### src/rtl/mips_pkg.sv
// mips_pkg: shared MIPS control encodings and fetch-state type for the front end
package mips_pkg;
  localparam logic [1:0] JUMP_SEQ = 2'b00;
  localparam logic [1:0] JUMP_J   = 2'b01;
  localparam logic [1:0] JUMP_JR  = 2'b10;
  localparam logic [5:0] OP_RTYPE = 6'h00;
  localparam logic [5:0] OP_BEQ   = 6'h04;
  localparam logic [5:0] OP_JAL   = 6'h03;
  localparam logic [5:0] FUNC_JR  = 6'h08;
  typedef enum logic [1:0] {ST_REQ, ST_WAIT, ST_ISSUE} fetch_state_e;
  function automatic logic [31:0] br_offset(input logic [15:0] imm);
    return {{14{imm[15]}}, imm, 2'b00};
  endfunction
endpackage

### src/rtl/next_pc_calc.sv
// next_pc_calc: combinational next-PC select (jr > j/jal > taken beq > pc+4)
module next_pc_calc
  import mips_pkg::*;
(
  input  logic [31:0] pc_i,
  input  logic [25:0] instr_i,
  input  logic [1:0]  jump_i,
  input  logic        br_i,
  input  logic        zero_i,
  input  logic [31:0] rs_data_i,
  output logic [31:0] npc_o,
  output logic        misalign_o
);
  logic [31:0] pc4;
  assign pc4 = pc_i + 32'd4;
  always_comb begin
    npc_o = jump_i == JUMP_JR ? {rs_data_i[31:2], 2'b00} :
            jump_i == JUMP_J  ? {pc4[31:28], instr_i, 2'b00} :
            (br_i && zero_i)  ? pc4 + br_offset(instr_i[15:0]) : pc4;
    misalign_o = jump_i == JUMP_JR && rs_data_i[1:0] != 2'b00;
  end
endmodule

### src/rtl/fetch_sequencer.sv
// fetch_sequencer: PC owner; one outstanding imem fetch, holds instr for decode, applies resolved control
module fetch_sequencer
  import mips_pkg::*;
#(
  parameter logic [31:0] RESET_PC = 32'h0000_0000,
  parameter int          ADDR_W   = 32
) (
  input  logic              clk,
  input  logic              reset,
  output logic              imem_req,
  output logic [ADDR_W-1:0] imem_addr,
  input  logic [31:0]       imem_rdata,
  input  logic              imem_valid,
  output logic [31:0]       instr,
  output logic              instr_valid,
  input  logic              dec_ready,
  input  logic [1:0]        Jump,
  input  logic              Br,
  input  logic              Zero,
  input  logic [31:0]       rs_data,
  output logic [ADDR_W-1:0] pc_out,
  output logic [ADDR_W-1:0] link_addr,
  output logic              align_err
);
  fetch_state_e      state_q, state_d;
  logic [ADDR_W-1:0] pc_q, pc_d, npc;
  logic [31:0]       instr_q, instr_d;
  logic              instr_valid_q, instr_valid_d, align_err_q, align_err_d;
  logic              misalign, fire, capture;
  next_pc_calc u_next_pc (
    .pc_i       (pc_q),
    .instr_i    (instr_q[25:0]),
    .jump_i     (Jump),
    .br_i       (Br),
    .zero_i     (Zero),
    .rs_data_i  (rs_data),
    .npc_o      (npc),
    .misalign_o (misalign)
  );
  // control inputs only matter through fire, so X outside ISSUE&dec_ready never reaches state
  always_comb begin
    fire          = state_q == ST_ISSUE && dec_ready;
    capture       = state_q == ST_WAIT && imem_valid;
    state_d       = state_q == ST_REQ ? ST_WAIT : capture ? ST_ISSUE : fire ? ST_REQ : state_q;
    pc_d          = fire ? npc : pc_q;
    instr_d       = capture ? imem_rdata : instr_q;
    instr_valid_d = capture || (instr_valid_q && !fire);
    align_err_d   = fire && misalign;
  end
  always_ff @(posedge clk) begin
    if (reset) begin
      state_q       <= ST_REQ;
      pc_q          <= RESET_PC;
      instr_q       <= '0;
      instr_valid_q <= 1'b0;
      align_err_q   <= 1'b0;
    end else begin
      state_q       <= state_d;
      pc_q          <= pc_d;
      instr_q       <= instr_d;
      instr_valid_q <= instr_valid_d;
      align_err_q   <= align_err_d;
    end
  end
  assign imem_req    = state_q == ST_REQ && !reset;
  assign imem_addr   = pc_q;
  assign instr       = instr_q;
  assign instr_valid = instr_valid_q;
  assign pc_out      = pc_q;
  assign link_addr   = pc_q + 32'd4;
  assign align_err   = align_err_q;
endmodule

### config.mk
export PLATFORM = sky130hd
export DESIGN_NAME = fetch_sequencer
export DESIGN_NICKNAME = d
export VERILOG_FILES = /design/src/rtl/mips_pkg.sv /design/src/rtl/next_pc_calc.sv /design/src/rtl/fetch_sequencer.sv
export SDC_FILE = /design/constraint.sdc
export NUM_CORES = 1
export LEC_CHECK = 0
export ABC_AREA = 1
export CAP_MARGIN = 25
export CORE_ASPECT_RATIO = 1.4
export CORE_MARGIN = 5
export CORE_UTILIZATION = 44
export CTS_CLUSTER_SIZE = 28
export DETAILED_ROUTE_END_ITERATION = 6
export MAX_ROUTING_LAYER = met4
export PLACE_DENSITY = 0.86
export SLEW_MARGIN = 20
export SYNTH_ARGS = -nofsm -noshare
export SYNTH_HDL_FRONTEND = slang
export SYNTH_SLANG_ARGS = --single-unit
### constraint.sdc
create_clock -name clk -period 2.8 [get_ports clk]
set_clock_uncertainty 0.15 [all_clocks]
set_input_delay 0.84 -clock clk [delete_from_list [all_inputs] [get_ports clk]]
set_output_delay 0.84 -clock clk [all_outputs]
set_load 0.01 [all_outputs]
==> impl_metrics.tcl <==
set metrics [dict create \
    grt_pass1_wl_mm 58.62 \
    cp.arrival_ns 3.94 \
    dp.final_hpwl_mm 22.35 \
    critPathKind "register to register" \
    drv_cap 0 \
    ios 203 \
    drive_gt1_share_pct 45.34 \
    synthesis.area_um2 6444 \
    ys_seq_elements 66 \
    dp.cells 1625 \
    crit_buf_inv 3 \
    die_w_um 112.3 \
    required_ns 2.94 \
    wl_per_cell_um 29.16 \
    clkLatencyLatePin_ns 0.36 \
    timing.rr.start "imem_addr[13]$_SDFFE_PP0P_" \
    rsz0062_at_grt "yes" \
    cp-start-kind "register" \
    grt_pass1_vias 10730 \
    diodes 0 \
    die_h_um 153.2 \
    synth.distinct_cells 49 \
    route.detailed.drc 370 \
    cp_slowest_cell "dfxtp_2" \
    setup_ws_ns -1.000 \
    portBuffers 196 \
    p_int_mw 2.298 \
    syn_avg_cell_area_um2 5.810 \
    max_stage_delay_ns 0.43 \
    power_density_nw_per_um2 286.5 \
    worstMarginPinSlew_ns 0.6370 \
    synth-edff-count 0 \
    fill_cells 581 \
    cp_max_fo 4 \
    min_from "instr[26]$_SDFFE_PP0P_" \
    period_share_pct 135.7 \
    startpoint "imem_addr[13]$_SDFFE_PP0P_" \
    holdWs_ns 0.3551 \
    critPathCaptureType "register" \
    synth-main-ff-cell "dfxtp_1" \
    finalNonFillerCells 1713 \
    violations "DRC, setup timing" \
    overflow 0 \
    multi_input_area_um2 6128 \
    clockBufferDepth 2 \
    fin_total_pwr_mw 3.672 \
    grt_max_degree 48 \
    placeableCoreArea_um2 14440 \
    setup_viol 54 \
    grt_antenna_before_repair 0 \
    clk_pin_slew_ns 0.07 \
    place_area_um2 9829 \
    dr.pass1.iters 7 \
    yosys-top-cells-count "323 x nand2_1, 166 x nor2_1, 136 x inv_1" \
    final_nets 1628 \
    post-synth-top-count-cell "nand2_1" \
    p_sw_mw 1.374 \
    pre_cts_slack_ns -0.3964 \
    htree_levels 3 \
    status "finished, violations left" \
    seqCellArea_um2 1371 \
    vias 11680 \
    final_area_um2 12820 \
    post-route-util_pct 88.74 \
    antenna_left 0 \
    async_flop_share_pct 0 \
    netlist_instances 1109 \
    via_per_inst 6.817 \
    hold_viol 0 \
    hold_buffers 0 \
    seqPwrFrac_pct 29.4 \
    areaGrowthSynthToFinish_pct 98.91 \
    wirelength_mm 49.94 \
    synth_top_cell_by_area "dfxtp_1" \
    synth_top_area_share_pct 20.50 \
    drv_slew 0 \
    tns_ns -25.95 \
    swShare_pct 37.42 \
    drt_iter0_markers 2162 \
    gp_congestion 1.047 \
    comb_power_share_pct 36.0 \
    synth_seq_area_share_pct 20.50 \
    peakVddDrop_mv 0.4704 \
    slew_headroom_pct 57.35 \
    cts_buffers 9 \
    cts_tree "built" \
    critical-path-top-delay-family "simple AND/OR/NAND/NOR gates" \
    crit_chain "nand2_2, nor3_4, inv_1, nor2_4, buf_6, nand4_1, nand2_2, inv_4, ha_4, nand2_4, nor2_4, nand2_2, nor2_1, nand2_1, nand4_1, nand3_4, nand2_2, nand2_1, nand2_1, nand2_1, a21oi_1" \
    cts_root_buf "clkbuf_16" \
    ys.warnings.count 0 \
    num_rows 52 \
    p_clk_share_pct 34.7 \
    floorplan.initialDensity_pct 44.61 \
    period_minus_slack_ns 3.800 \
    cts_num_sinks 66 \
    synthTopCellsByArea "dfxtp_1 21%, nand2_1 19%, nor2_1 9.7%" \
    grt_util_all_layers_pct 45.04 \
    die-area_um2 17200 \
    min_path_type "register to register" \
    leakage_nw 5.993 \
    fmax_mhz 263.1 \
]
==> cell families after synthesis <==
logic type,Yosys count,synth area share [%]
AO/OA/AOI/OAI,175,15.05
other,1,0.05820
AND/OR/NAND/NOR,607,39.71
adder cells (fa/ha/maj),37,7.301
flip-flops,66,20.50
XOR/XNOR,18,2.563
buffers and inverters,205,14.82
==> flip-flops by register name (all words and copies together) (netlist names) <==
signal       count
instr           32
imem_addr       30
align_err        1
state_q          2
instr_valid      1
==> power groups by stage <==
stage	clock network (mW)	registers, mW	logic (mW)
after global routing	1.30	1.08	1.35
after global placement	0	1.07	0.903
final	1.27	1.08	1.32
after floorplan	0	1.09	0.391
after detailed placement	0	1.07	0.917
after CTS	1.21	1.07	1.05
==> routing by layer <==
layer / vias to the layer above / wire [µm] / GRT usage [%]
li1: 4320 / - / -
met1: 5075 / 14590 / 44.76
met2: 1550 / 20680 / 69.42
met3: 732 / 7827 / 12.86
met4: 0 / 6851 / 43.13
met5: - / 0 / -
==> area by class of cell <==
class                      instances  area share (%)
multi-input combinational        843           47.81
tap                              189           1.845
clock inverter                     6          0.5662
sequential                        66           10.70
inverter                         139           4.461
timing repair buffer             460           32.75
clock buffer                      10           1.865
==> final timing paths <==
path / end / slack (ns) / cells after the start
setup / recovery: imem_addr[24]$_SDFFE_PP0P_ / -1.00 / 21
hold / removal: instr[26]$_SDFFE_PP0P_ / 0.36 / 2
setup reg to reg: imem_addr[24]$_SDFFE_PP0P_ / -1.00 / 21
hold reg to reg: instr[26]$_SDFFE_PP0P_ / 0.36 / 2
==> cells in the final DEF, fill, tap and decap left out, types with 26 or more instances in the layout <==
cell	count
nand2_1	196
inv_1	94
nor2_4	27
a21oi_1	49
clkdlybuf4s50_1	167
buf_6	67
ha_4	26
dfxtp_1	44
nand2_2	95
nand3_1	29
inv_2	27
buf_4	214
o21ai_0	54
nor2_1	130
nand2_4	39
==> worst min-delay path: stages, from the launching register on <==
cell,delay [ns]
dfxtp_1,0.32
nor2_1,0.10
nor2_1,0.05
==> timing repair <==
| action | 4_1_cts | 5_1_grt |
|---|---|---|
| buffers inserted | 46 | 43 |
| pin swaps | 109 | 107 |
| resized for setup | 424 | 238 |
| endpoints found under the setup margin | 54 | 53 |
No activity file was read; power rests on OpenSTA's default activity.
